--- config.mk ---
export PLATFORM = sky130hd
export DESIGN_NAME = lsu_nbload_tag_ctl
export DESIGN_NICKNAME = d
export VERILOG_FILES = /design/src/rtl/lsu_nbload_tag_ctl_pkg.sv /design/src/rtl/lsu_nbload_tag_ctl_ffs.sv /design/src/rtl/lsu_nbload_tag_ctl.sv
export SDC_FILE = /design/constraint.sdc
export NUM_CORES = 1
export LEC_CHECK = 0
export ABC_AREA = 1
export CORE_MARGIN = 8
export CORE_UTILIZATION = 35
export CTS_CLUSTER_SIZE = 8
export DETAILED_ROUTE_END_ITERATION = 6
export SKIP_LAST_GASP = 1
export SLEW_MARGIN = 5
export SYNTH_ARGS = -nofsm -noshare
export SYNTH_HDL_FRONTEND = slang
export SYNTH_SLANG_ARGS = --single-unit
--- constraint.sdc ---
create_clock -name clk -period 5.3 [get_ports clk]
set_input_delay 0.795 -clock clk [delete_from_list [all_inputs] [get_ports clk]]
set_output_delay 0.795 -clock clk [all_outputs]
set_load 0.1 [all_outputs]
--- src/rtl/lsu_nbload_tag_ctl_pkg.sv ---
// Shared types for the non-blocking load tag controller: the CAM entry packet,
// the entry-state view used by assertions, and the tag count.
package lsu_nbload_tag_ctl_pkg;

    localparam int NBLOAD_TAGS  = 4;
    localparam int NBLOAD_TAG_W = 2;

    typedef struct packed {
        logic                    valid;
        logic                    wb;
        logic [NBLOAD_TAG_W-1:0] tag;
        logic [4:0]              rd;
    } load_cam_pkt_t;

    typedef enum logic [1:0] {
        ENT_IDLE   = 2'd0,
        ENT_PEND   = 2'd1,
        ENT_KILLED = 2'd2
    } nbload_ent_e;

    function automatic nbload_ent_e ent_state(input load_cam_pkt_t e);
        if (!e.valid) return ENT_IDLE;
        return e.wb ? ENT_PEND : ENT_KILLED;
    endfunction

endpackage

--- src/rtl/lsu_nbload_tag_ctl_ffs.sv ---
// nbload_ffs: find-first-set priority encoder returning the lowest set index
// of i_vec and a flag telling whether any bit is set.
module nbload_ffs #(
    parameter int N = 4,
    parameter int W = 2
) (
    input  logic [N-1:0] i_vec,
    output logic [W-1:0] o_idx,
    output logic         o_any
);

    always_comb begin
        o_idx = '0;
        o_any = |i_vec;
        // Scanning downward lets the lowest set bit win the last assignment.
        for (int i = N - 1; i >= 0; i--) begin
            if (i_vec[i]) o_idx = W'(i);
        end
    end

endmodule

--- src/rtl/lsu_nbload_tag_ctl.sv ---
// Non-blocking load tag allocator / tracker with WAW and flush kill, decode
// stall check and registered writeback. Perf counters built when RV_NBLOAD_PERF_EN is defined.
module lsu_nbload_tag_ctl
    import lsu_nbload_tag_ctl_pkg::*;
#(
    parameter int NUM_TAGS = NBLOAD_TAGS,
    parameter int TAG_W    = NBLOAD_TAG_W
) (
    input  logic             clk,
    input  logic             rst,
    input  logic             alloc_req,
    input  logic [4:0]       alloc_rd,
    output logic             alloc_gnt,
    output logic [TAG_W-1:0] alloc_tag,
    output logic             full,
    input  logic             flush,
    input  logic             ret_valid,
    input  logic [TAG_W-1:0] ret_tag,
    output logic             ret_spurious,
    output logic             wb_valid,
    output logic [4:0]       wb_rd,
    output logic [TAG_W-1:0] wb_tag,
    input  logic [4:0]       rs1_addr,
    input  logic [4:0]       rs2_addr,
    output logic             rs1_stall,
    output logic             rs2_stall,
    output logic [31:0]      perf_full_cnt,
    output logic [31:0]      perf_alloc_cnt
);

    load_cam_pkt_t    r_ent [NUM_TAGS];
    logic             r_wb_valid;
    logic [4:0]       r_wb_rd;
    logic [TAG_W-1:0] r_wb_tag;
    logic             r_ret_spurious;

    logic [NUM_TAGS-1:0] w_free;
    logic [TAG_W-1:0]    w_free_idx;
    logic                w_any_free;
    logic                w_ret_hit;
    logic                w_ret_wb;

    always_comb begin
        for (int i = 0; i < NUM_TAGS; i++) w_free[i] = !r_ent[i].valid;
    end

    nbload_ffs #(.N(NUM_TAGS), .W(TAG_W)) u_ffs (
        .i_vec (w_free),
        .o_idx (w_free_idx),
        .o_any (w_any_free)
    );

    assign full      = !w_any_free;
    assign alloc_gnt = alloc_req && w_any_free && !flush;
    assign alloc_tag = w_free_idx;

    // Return is judged on the start-of-cycle entry, so a same-cycle flush cannot stop it.
    assign w_ret_hit = ret_valid && r_ent[ret_tag].valid;
    assign w_ret_wb  = w_ret_hit && r_ent[ret_tag].wb && (r_ent[ret_tag].rd != 5'd0);

    always_comb begin
        rs1_stall = 1'b0;
        rs2_stall = 1'b0;
        for (int i = 0; i < NUM_TAGS; i++) begin
            if (r_ent[i].valid && r_ent[i].wb) begin
                if (rs1_addr != 5'd0 && r_ent[i].rd == rs1_addr) rs1_stall = 1'b1;
                if (rs2_addr != 5'd0 && r_ent[i].rd == rs2_addr) rs2_stall = 1'b1;
            end
        end
    end

    always_ff @(posedge clk) begin
        if (rst) begin
            for (int i = 0; i < NUM_TAGS; i++) begin
                r_ent[i].valid <= 1'b0;
                r_ent[i].wb    <= 1'b0;
            end
            r_wb_valid     <= 1'b0;
            r_wb_rd        <= 5'd0;
            r_wb_tag       <= '0;
            r_ret_spurious <= 1'b0;
        end else begin
            assert (!alloc_gnt || ent_state(r_ent[alloc_tag]) == ENT_IDLE);
            for (int i = 0; i < NUM_TAGS; i++) begin
                if (flush || (alloc_gnt && r_ent[i].rd == alloc_rd)) r_ent[i].wb <= 1'b0;
                if (ret_valid && ret_tag == TAG_W'(i)) begin
                    r_ent[i].valid <= 1'b0;
                    r_ent[i].wb    <= 1'b0;
                end
                if (alloc_gnt && alloc_tag == TAG_W'(i)) begin
                    r_ent[i].valid <= 1'b1;
                    r_ent[i].wb    <= 1'b1;
                    r_ent[i].tag   <= alloc_tag;
                    r_ent[i].rd    <= alloc_rd;
                end
            end
            r_wb_valid     <= w_ret_wb;
            r_wb_rd        <= w_ret_wb ? r_ent[ret_tag].rd : 5'd0;
            r_wb_tag       <= w_ret_wb ? r_ent[ret_tag].tag : '0;
            r_ret_spurious <= ret_valid && !r_ent[ret_tag].valid;
        end
    end

    assign wb_valid     = r_wb_valid;
    assign wb_rd        = r_wb_rd;
    assign wb_tag       = r_wb_tag;
    assign ret_spurious = r_ret_spurious;

`ifdef RV_NBLOAD_PERF_EN
    logic [31:0] r_perf_full_cnt;
    logic [31:0] r_perf_alloc_cnt;

    function automatic logic [31:0] sat_inc(input logic [31:0] v);
        return (v == 32'hFFFF_FFFF) ? v : v + 32'd1;
    endfunction

    always_ff @(posedge clk) begin
        if (rst) begin
            r_perf_full_cnt  <= 32'd0;
            r_perf_alloc_cnt <= 32'd0;
        end else begin
            if (alloc_req && full) r_perf_full_cnt  <= sat_inc(r_perf_full_cnt);
            if (alloc_gnt)         r_perf_alloc_cnt <= sat_inc(r_perf_alloc_cnt);
        end
    end

    assign perf_full_cnt  = r_perf_full_cnt;
    assign perf_alloc_cnt = r_perf_alloc_cnt;
`else
    assign perf_full_cnt  = 32'd0;
    assign perf_alloc_cnt = 32'd0;
`endif

endmodule

==> run summary, run 1 <==
Setup TNS = 0 ns
Logic pwr share = 33.9%
Mean Syn Cell Area = 7.63 um2
DPL Wire Length = 7430 um
initial core utilization = 35.8%
filler cell count = 948
r2r setup slk = 3.13 ns
Clock Pin Slew Worst Setup and Hold Paths = 0.09 ns
XOR/XNOR Fraction of Synth Area = 5.08%
largest net degree at the start of global routing = 15
Worst setup SP type = input port
Hold Crit Endpoint = wb_tag[0]
Ant. Diodes = 0
IO Count = 101
final hold slack = 0.517 ns
simple-gate area share of the yosys netlist = 25.4%
Worst Hold Class = reg2reg
Crit Path Class = in2out
Sink Count = 45
Synth area leader = edfxtp_1
Clock Latency Late Sink = 0.30 ns
maximum vdd drop = 0.000124 V
Detailed Routing Iterations Pass 1 = 4
Static Leak = 1.68 nW
CTS root buffer = clkbuf_8
vias in the first global route = 2609
YS warnings = 0
Synth Area in Compound Gates = 8.87%
endpoints failing hold = 0
Die H = 113 um
Seq/Total Area, Yosys = 38.2%
#FFs+latches synth = 45
Sequential Power Share = 40.9%
FP Rows = 35
Max Slew Vio Count = 0
Worst Path Max Fanout = 5
Netlist cell types = 35
Layout area overhead = 10.7%
Tcrit/Tclk final = 75.3%
WL final = 9160 um
CTS Buf Count = 5
r2r endpoint = r_ent[2][0]
main combinational cell family by area after synthesis = simple AND/OR/NAND/NOR gates
Post-DP Area = 3520 um2
Resize count post-CTS = 0
status = complete, no violations
P_int = 0.000555 W
synthesized cell area = 3270 um2
post-synth top area share = 32.1%
synthesized instance count = 429
Synth Area in Adders = 0%
post-CTS setup repair buffer count = 0
first-pass GRT wire length = 14100 um
die area = 12700 um2
DR vias/cell = 4.67
Antenna Nets Post-Route = 0
crit-path cells = clkdlybuf4s50_1 > inv_1 > nand2_1 > o21ai_0 > nor2_1 > nand3_1 > nand2_1 > nor2_1 > nor2_1 > clkdlybuf4s50_1
post-DR wirelength/cell = 15.8 um
FF-to-FF path depth = 5
GP Congestion = 0.936
nets = 490
hold path cells = 2
PwrDens = 267 nW/um2
WP data arrival = 3.20 ns
share of layout cells above drive strength 1 = 5.76%
DRC viols = 0
P_sw = 0.000411 W
Final Cell Area = 3620 um2
hold_buf cts = 0
Worst Setup End Kind = output pin
CTS tree = yes
CTS H-tree lvls = 2
initial antenna violation count = 0
crit path launch = rs2_addr[1]
worst-case clock buffer depth = 2
DR vias = 2708
final core utilization = 39.6%
CP peak stage delay = 1.14 ns
Buffers on Ports = 36
Crit path top cell by count = nor2_1
Tmin final = 3.99 ns
clock network power share = 25.2%
Sw Ratio = 42.6%
Max transition margin = 34.2%
RSZ-0062 raised after global routing = no
Total Routing Usage GR = 14.1%
Post-synth top flop = edfxtp_1
FFs w/ async S/R, synth = 0%
FF-to-FF Start = r_ent[2][8]
Min-Delay Startpoint = r_ent[3][5]
actual slew at the worst max-slew pin = 0.984 ns
Clock Skew = 0.00938 ns
critical path data required time = 4.51 ns
FMAX = 0.250 GHz
Die X = 113 um
Slowest cell on crit path = clkdlybuf4s50_1
synth top area cells = edfxtp_1 32%, buf_4 15%, nand2_1 11%, inv_1 6.4%, dfxtp_1 6.1%
MaxCap Viol Count = 0
mux cell area share after synthesis = 0%
GRT Residual Overflow = 0
Power Total = 0.000967 W
Post-synth EDFFs = 35
# setup viols final = 0
DRT iter0 DRCs = 162
Core Area = 9150 um2
## routing by layer
layer  global-route usage, %  vias to the layer above  share of wire [%]
met5                       0                        -                  0
met4                    5.58                        0                2.1
met3                    4.63                       14                 10
met2                    22.4                      124                 44
met1                    17.4                     1228                 43
li1                        -                     1342                  -
## logic make-up after synthesis
| logic type | after synthesis |
|---|---|
| XOR/XNOR | 19 |
| other | 1 |
| AO/OA/AOI/OAI | 45 |
| AND/OR/NAND/NOR | 189 |
| flip-flops | 45 |
| buffers and inverters | 130 |
## cell usage after synthesis (9+ instances only)
cell       n
nand2_1   92
a21oi_1   10
nor3_1     9
edfxtp_1  35
dfxtp_1   10
xor2_1    10
inv_1     56
buf_4     64
nand3_1   16
o22ai_1   18
nor2_1    49
xnor2_1    9
## through the flow
stage	worst slack (ns)	cells
finish	1.31	580
global route	1.13	580
CTS	1.30	580
detailed placement	1.31	572
global placement	1.25	572
floorplan	1.85	492
## critical path, delay by kind of cell
| kind | cells | cell delay [ns] |
|---|---|---|
| buffers and inverters | 3 | 1.85 |
| and+or+nand+nor | 6 | 0.46 |
| AOI/OAI and AO/OA | 1 | 0.09 |
## cell usage in the layout, fill, tap and decap left out, types with 2 or more instances in the layout
cell and n:
a21oi_1 10, a221oi_1 2, a22oi_1 2, clkbuf_8 5, clkdlybuf4s50_1 36, conb_1 64, dfxtp_1 10, edfxtp_1 35
inv_1 56, inv_2 5, nand2_1 92, nand2_2 3, nand3_1 16, nand3_2 3, nand4_1 6, nor2_1 49
nor2_2 2, nor2_4 4, nor3_1 9, nor4_1 3, o2111ai_1 2, o21ai_0 5, o21ai_1 2, o22ai_1 18
xnor2_1 9, xor2_1 10
## power by group through the flow
stage / clock network, W / logic [W] / registers (W)
6_report: 0.000243 / 0.000328 / 0.000395
5_1_grt: 0.000260 / 0.000344 / 0.000396
4_1_cts: 0.000249 / 0.000326 / 0.000395
3_5_place_dp: 0 / 0.000325 / 0.000403
3_3_place_gp: 0 / 0.000325 / 0.000403
2_1_floorplan: 0 / 0.000310 / 0.000407
## layout make-up
type / instances / area (um2) / share of cell area [%]
clock inverter: 1 / 8.76 / 0.242
tap: 111 / 139 / 3.83
clock buffer: 7 / 97.6 / 2.69
multi-input combinational: 317 / 1530 / 42.1
inverter: 62 / 233 / 6.42
sequential: 45 / 1250 / 34.5
timing repair buffer: 37 / 368 / 10.1
## how the worst max path moves through the flow
| stage | depth (start not counted) | slack, ns | endpoint |
|---|---|---|---|
| 2_1_floorplan | 7 | 1.85 | rs2_stall |
| 3_3_place_gp | 10 | 1.25 | rs2_stall |
| 3_5_place_dp | 10 | 1.31 | rs2_stall |
| 4_1_cts | 10 | 1.30 | rs2_stall |
| 5_1_grt | 10 | 1.13 | rs2_stall |
| 6_report | 10 | 1.31 | rs2_stall |
## flip-flops by register name (all words and copies together) (netlist names)
register      count
r_ent            36
ret_spurious      1
wb_rd             5
wb_tag            2
wb_valid          1
No activity file was read; power rests on OpenSTA's default activity.
==> run 2, diff against run 1 <==
- clock period: 5.3 -> 3.8 ns (I/O delays scaled with it)
==> run 2 against run 1 <==
- clock power is 51% higher
- sequential power is 40% higher
- cell area is 0.21% lower
- clock skew is 0.0012 ns lower
- critical endpoint is now full
==> run summary, run 2 (synthesized netlist as in run 1, its figures left out) <==
status = complete, no violations (unchanged)
Setup TNS = 0 ns (unchanged)
r2r setup slk = 1.55 ns (was 3.13 ns)
r2r endpoint = r_ent[3][0] (was r_ent[2][0])
FMAX = 0.360 GHz
fin cells = 580 (unchanged)
Final Cell Area = 3620 um2 (about the same)
Slowest cell on crit path = clkdlybuf4s50_1 (unchanged)
hold_buf cts = 0 (unchanged)
DP Cell Count = 572 (unchanged)
Worst Path Max Fanout = 5 (unchanged)
Crit Path Class = reg2out (was in2out)
FF-to-FF path depth = 6 (was 5)
vias in the first global route = 2661 (was 2609)
DPL Wire Length = 7560 um (was 7430 um)
Die X = 113 um (unchanged)
Layout area overhead = 10.5% (was 10.7%)
WP data arrival = 2.21 ns (was 3.20 ns)
Antenna Nets Post-Route = 0 (unchanged)
DR vias/cell = 4.79 (was 4.67)
Worst setup SP type = flop (was input port)
CTS Buf Count = 5 (unchanged)
FF-to-FF Start = r_ent[2][8] (unchanged)
initial core utilization = 35.8% (unchanged)
Tcrit/Tclk final = 73.2%
CP peak stage delay = 1.16 ns (was 1.14 ns)
worst slack, placed = 1.11 ns (was 1.31 ns)
share of layout cells above drive strength 1 = 6.82% (was 5.76%)
commonest cells after routing, fill and taps aside = 92 x nand2_1, 64 x conb_1, 56 x inv_1 (unchanged)
Resize count post-CTS = 0 (unchanged)
MaxCap Viol Count = 0 (unchanged)
critical path data required time = 3.23 ns (was 4.51 ns)
IO Count = 101 (unchanged)
CTS tree = yes (unchanged)
DRT iter0 DRCs = 290 (was 162)
commonest non-fill, non-tap cell in the layout = nand2_1 (unchanged)
post-CTS setup repair buffer count = 0 (unchanged)
Buffers on Ports = 36 (unchanged)
Critical Path Sink = full (was rs2_stall)
crit path launch = r_ent[2][8] (was rs2_addr[1])
Max Slew Vio Count = 0 (unchanged)
Detailed Routing Iterations Pass 1 = 5 (was 4)
maximum vdd drop = 0.000193 V (was 0.000124 V)
Clock Pin Slew Worst Setup and Hold Paths = 0.09 ns (about the same)
Reg with most FFs = r_ent (unchanged)
endpoints failing hold = 0 (unchanged)
final core utilization = 39.5% (was 39.6%)
Clock Latency Late Sink = 0.30 ns (about the same)
Core Area = 9150 um2 (unchanged)
max reg flops = 36 (unchanged)
# setup viols final = 0 (unchanged)
worst-case clock buffer depth = 2 (unchanged)
Stages on worst setup path = 3 (was 10)
WP buf/inv = 1 (was 3)
nets = 490 (unchanged)
post-DR wirelength/cell = 16.2 um (was 15.8 um)
FP Rows = 35 (unchanged)
crit-path cells = nand2_1 > nor2_4 > clkdlybuf4s50_1 (was clkdlybuf4s50_1 > inv_1 > nand2_1 > o21ai_0 > nor2_1 > nand3_1 > nand2_1 > nor2_1 > nor2_1 > clkdlybuf4s50_1)
initial antenna violation count = 0 (unchanged)
Clock Skew = 0.00819 ns (was 0.00938 ns)
RSZ-0062 raised after global routing = no (unchanged)
largest net degree at the start of global routing = 15 (unchanged)
Sink Count = 45 (unchanged)
first-pass GRT wire length = 14800 um (was 14100 um)
CTS H-tree lvls = 2 (unchanged)
GP Congestion = 0.974 (was 0.936)
PwrDens = 381 nW/um2 (was 267 nW/um2)
Worst Setup End Kind = output pin (unchanged)
Post-DP Area = 3510 um2 (was 3520 um2)
Ant. Diodes = 0 (unchanged)
WL final = 9390 um (was 9160 um)
crit-path leading delay family = buffers and inverters (unchanged)
Final WS setup = 1.02 ns (was 1.31 ns)
Tmin final = 2.78 ns
Worst Hold Class = reg2reg (unchanged)
Max transition margin = 34.5% (was 34.2%)
die area = 12700 um2 (unchanged)
actual slew at the worst max-slew pin = 0.980 ns (was 0.984 ns)
Die H = 113 um (unchanged)
DR vias = 2776 (was 2708)
GRT Residual Overflow = 0 (unchanged)
DRC viols = 0 (unchanged)
Static Leak = 1.69 nW (was 1.68 nW)
Total Routing Usage GR = 14.8% (was 14.1%)
CTS root buffer = clkbuf_8 (unchanged)
==> run 2: worst min-delay path by stage <==
stage | depth (start not counted) | to | startpoint | slack [ns]
floorplan | 2 | wb_tag[0] | r_ent[2][5] | 0.47
detailed placement | 2 | wb_tag[1] | r_ent[2][6] | 0.50
global placement | 2 | wb_tag[1] | r_ent[2][6] | 0.50
CTS | 2 | wb_tag[1] | r_ent[2][6] | 0.52
global route | 2 | wb_tag[0] | r_ent[2][5] | 0.58
finish | 2 | wb_tag[1] | r_ent[2][6] | 0.51
==> run 2: per-layer routing <==
layer / up-vias / GRT usage, % / share of wire [%]
li1: 1338 / - / -
met2: 168 / 23.8 / 45
met3: 15 / 4.10 / 11
met4: 0 / 6.12 / 2.3
met5: - / 0 / 0
met1: 1255 / 18.4 / 41
==> run 2: stage by stage <==
step / power, W / hold WS [ns]
after global placement: 0.00102 / 0.498
after global routing: 0.00142 / 0.576
after detailed placement: 0.00102 / 0.503
final: 0.00138 / 0.512
after floorplan: 0.00100 / 0.473
after CTS: 0.00138 / 0.525
==> run 2: report_power, final <==
group	total (W)	switching (W)	internal (W)
logic	0.000458	0.000397	0.0000615
registers	0.000552	0.0000105	0.000541
clock network	0.000367	0.000170	0.000198
==> run 2: worst reg2reg max path, stage by stage, from the launching register on <==
cell,delay [ns]
edfxtp_1,0.44
nand2_1,0.16
inv_1,0.07
nor2_2,0.26
nand2_1,0.19
nor4_1,0.59
buf_4,0.27
==> run 2: cell type report <==
cell class	count	area [um2]
fill	956	5540
multi-input combinational	317	1530
sequential	45	1250
timing repair buffer	37	355
inverter	62	233
tap	111	139
clock buffer	6	72.6
clock inverter	2	38.8
==> run 3, diff against run 2 <==
- PLACE_DENSITY: not set -> 0.65
- clock period: 3.8 -> 2.3 ns (I/O delays scaled with it)
==> run 3 against run 2 <==
- critical path depth up 6
- via count up 3.4%
- sequential power up 65%
- global-route usage down 0.42 points
- routed wire length up 0.42%
- critical path type is now in2out
==> run summary, run 3 (synthesized netlist as in run 1, its figures left out) <==
status = complete, no violations (unchanged)
crit path launch = rs2_addr[4] (was r_ent[2][8])
DRC viols = 0 (unchanged)
RSZ-0062 raised after global routing = no (unchanged)
FF-to-FF path depth = 10 (was 6)
IO Count = 101 (unchanged)
Layout area overhead = 14.2% (was 10.5%)
Critical Path Sink = rs2_stall (was full)
Antenna Nets Post-Route = 0 (unchanged)
Static Leak = 1.79 nW (was 1.69 nW)
endpoints failing hold = 0 (unchanged)
FF-to-FF Start = r_ent[2][8] (unchanged)
initial core utilization = 35.8% (unchanged)
CTS root buffer = clkbuf_8 (unchanged)
Crit path top cell by count = nor2_1
CTS H-tree lvls = 2 (unchanged)
nets = 498 (was 490)
Clock Latency Late Sink = 0.30 ns (about the same)
share of layout cells above drive strength 1 = 11.3% (was 6.82%)
Sink Count = 45 (unchanged)
commonest cells after routing, fill and taps aside = 92 x nand2_1, 64 x conb_1, 55 x inv_1 (was 92 x nand2_1, 64 x conb_1, 56 x inv_1)
Worst Setup End Kind = output pin (unchanged)
worst-case clock buffer depth = 2 (unchanged)
Worst Hold Class = reg2reg (unchanged)
largest net degree at the start of global routing = 15 (unchanged)
Power Total = 0.00229 W (was 0.00138 W)
crit-path cells = clkdlybuf4s50_1 > inv_2 > nor2_1 > nor3_1 > nand4_1 > nand2_1 > nor2_1 > nor2_2 > buf_12 (was nand2_1 > nor2_4 > clkdlybuf4s50_1)
DR vias = 2869 (was 2776)
Crit Path Class = in2out (was reg2out)
FP Rows = 35 (unchanged)
Ant. Diodes = 0 (unchanged)
CTS Buf Count = 5 (unchanged)
post-DR wirelength/cell = 16.0 um (was 16.2 um)
final hold slack = 0.515 ns (was 0.512 ns)
Clock Skew = 0.0158 ns (was 0.00819 ns)
Clock Pin Slew Worst Setup and Hold Paths = 0.09 ns (about the same)
filler cell count = 912 (was 956)
WP data arrival = 1.87 ns (was 2.21 ns)
r2r setup slk = 0.30 ns (was 1.55 ns)
CTS tree = yes (unchanged)
Tcrit/Tclk final = 96.5%
initial antenna violation count = 0 (unchanged)
FMAX = 0.450 GHz
Slowest cell on crit path = clkdlybuf4s50_1 (unchanged)
r2r endpoint = r_ent[1][1] (was r_ent[3][0])
maximum vdd drop = 0.000219 V (was 0.000193 V)
die area = 12700 um2 (unchanged)
max reg flops = 36 (unchanged)
GRT Residual Overflow = 0 (unchanged)
MaxCap Viol Count = 0 (unchanged)
Buffers on Ports = 36 (unchanged)
DR vias/cell = 4.88 (was 4.79)
PwrDens = 612 nW/um2 (was 381 nW/um2)
Die H = 113 um (unchanged)
actual slew at the worst max-slew pin = 0.511 ns (was 0.980 ns)
WL final = 9430 um (was 9390 um)
vias in the first global route = 2722 (was 2661)
post-CTS setup repair buffer count = 0 (unchanged)
Reg with most FFs = r_ent (unchanged)
hold_buf cts = 0 (unchanged)
Core Area = 9150 um2 (unchanged)
Detailed Routing Iterations Pass 1 = 5 (unchanged)
Max Slew Vio Count = 0 (unchanged)
Resize count post-CTS = 0 (unchanged)
first-pass GRT wire length = 14500 um (was 14800 um)
Tmin final = 2.22 ns
critical path data required time = 1.96 ns (was 3.23 ns)
final core utilization = 40.8% (was 39.5%)
Worst setup SP type = input port (was flop)
Setup TNS = 0 ns (unchanged)
GP Congestion = 0.948 (was 0.974)
DRT iter0 DRCs = 219 (was 290)
Max transition margin = 65.8% (was 34.5%)
Worst Path Max Fanout = 5 (unchanged)
# setup viols final = 0 (unchanged)
DPL Wire Length = 7700 um (was 7560 um)
CP peak stage delay = 0.52 ns (was 1.16 ns)
Die X = 113 um (unchanged)
commonest non-fill, non-tap cell in the layout = nand2_1 (unchanged)
Total Routing Usage GR = 14.4% (was 14.8%)
-- run 3: worst min path at each step --
stage | slack (ns) | to | depth (start not counted) | start
floorplan | 0.44 | r_ent[2][0] | 0 | alloc_rd[0]
global placement | 0.50 | wb_tag[0] | 2 | r_ent[2][5]
detailed placement | 0.49 | wb_tag[1] | 2 | r_ent[2][6]
CTS | 0.52 | wb_tag[1] | 2 | r_ent[2][6]
global route | 0.55 | wb_tag[0] | 2 | r_ent[2][5]
finish | 0.52 | wb_tag[0] | 2 | r_ent[2][5]
-- run 3: cell type report --
| type | instances | area [um2] | area share [%] |
|---|---|---|---|
| clock buffers | 6 | 72.6 | 1.94 |
| clock inverters | 2 | 38.8 | 1.04 |
| inverters | 62 | 233 | 6.22 |
| flip-flops and latches | 45 | 1250 | 33.5 |
| repair buffers | 45 | 460 | 12.3 |
| well taps | 111 | 139 | 3.71 |
| multi-input cells | 317 | 1540 | 41.3 |
-- run 3: routing by layer --
layer / up-vias / track usage (%) / part of all wire [%]
met5: - / 0 / 0
met4: 0 / 5.85 / 2.7
met3: 19 / 4.21 / 10
met2: 166 / 23.6 / 45
met1: 1331 / 17.4 / 42
li1: 1353 / - / -
-- run 3: critical path, delay by kind of cell --
kind                   cells  cell delay (ns)
AND/OR/NAND/NOR            6             0.64
buffers and inverters      3             0.87
-- run 3: report_power, final --
part	total, W	switching (W)	internal (W)
Combinational	0.000777	0.000661	0.000116
Sequential	0.000910	0.0000161	0.000894
Clock	0.000601	0.000274	0.000326
-- run 3: per-stage QoR --
step                      worst slack, ns  cell area (um2)  instances
after global placement             0.0204             3620        580
final                              0.0800             3740        588
after floorplan                    0.0417             3530        492
after global routing               0.0106             3740        588
after detailed placement           0.0488             3620        580
after CTS                          0.0433             3730        588
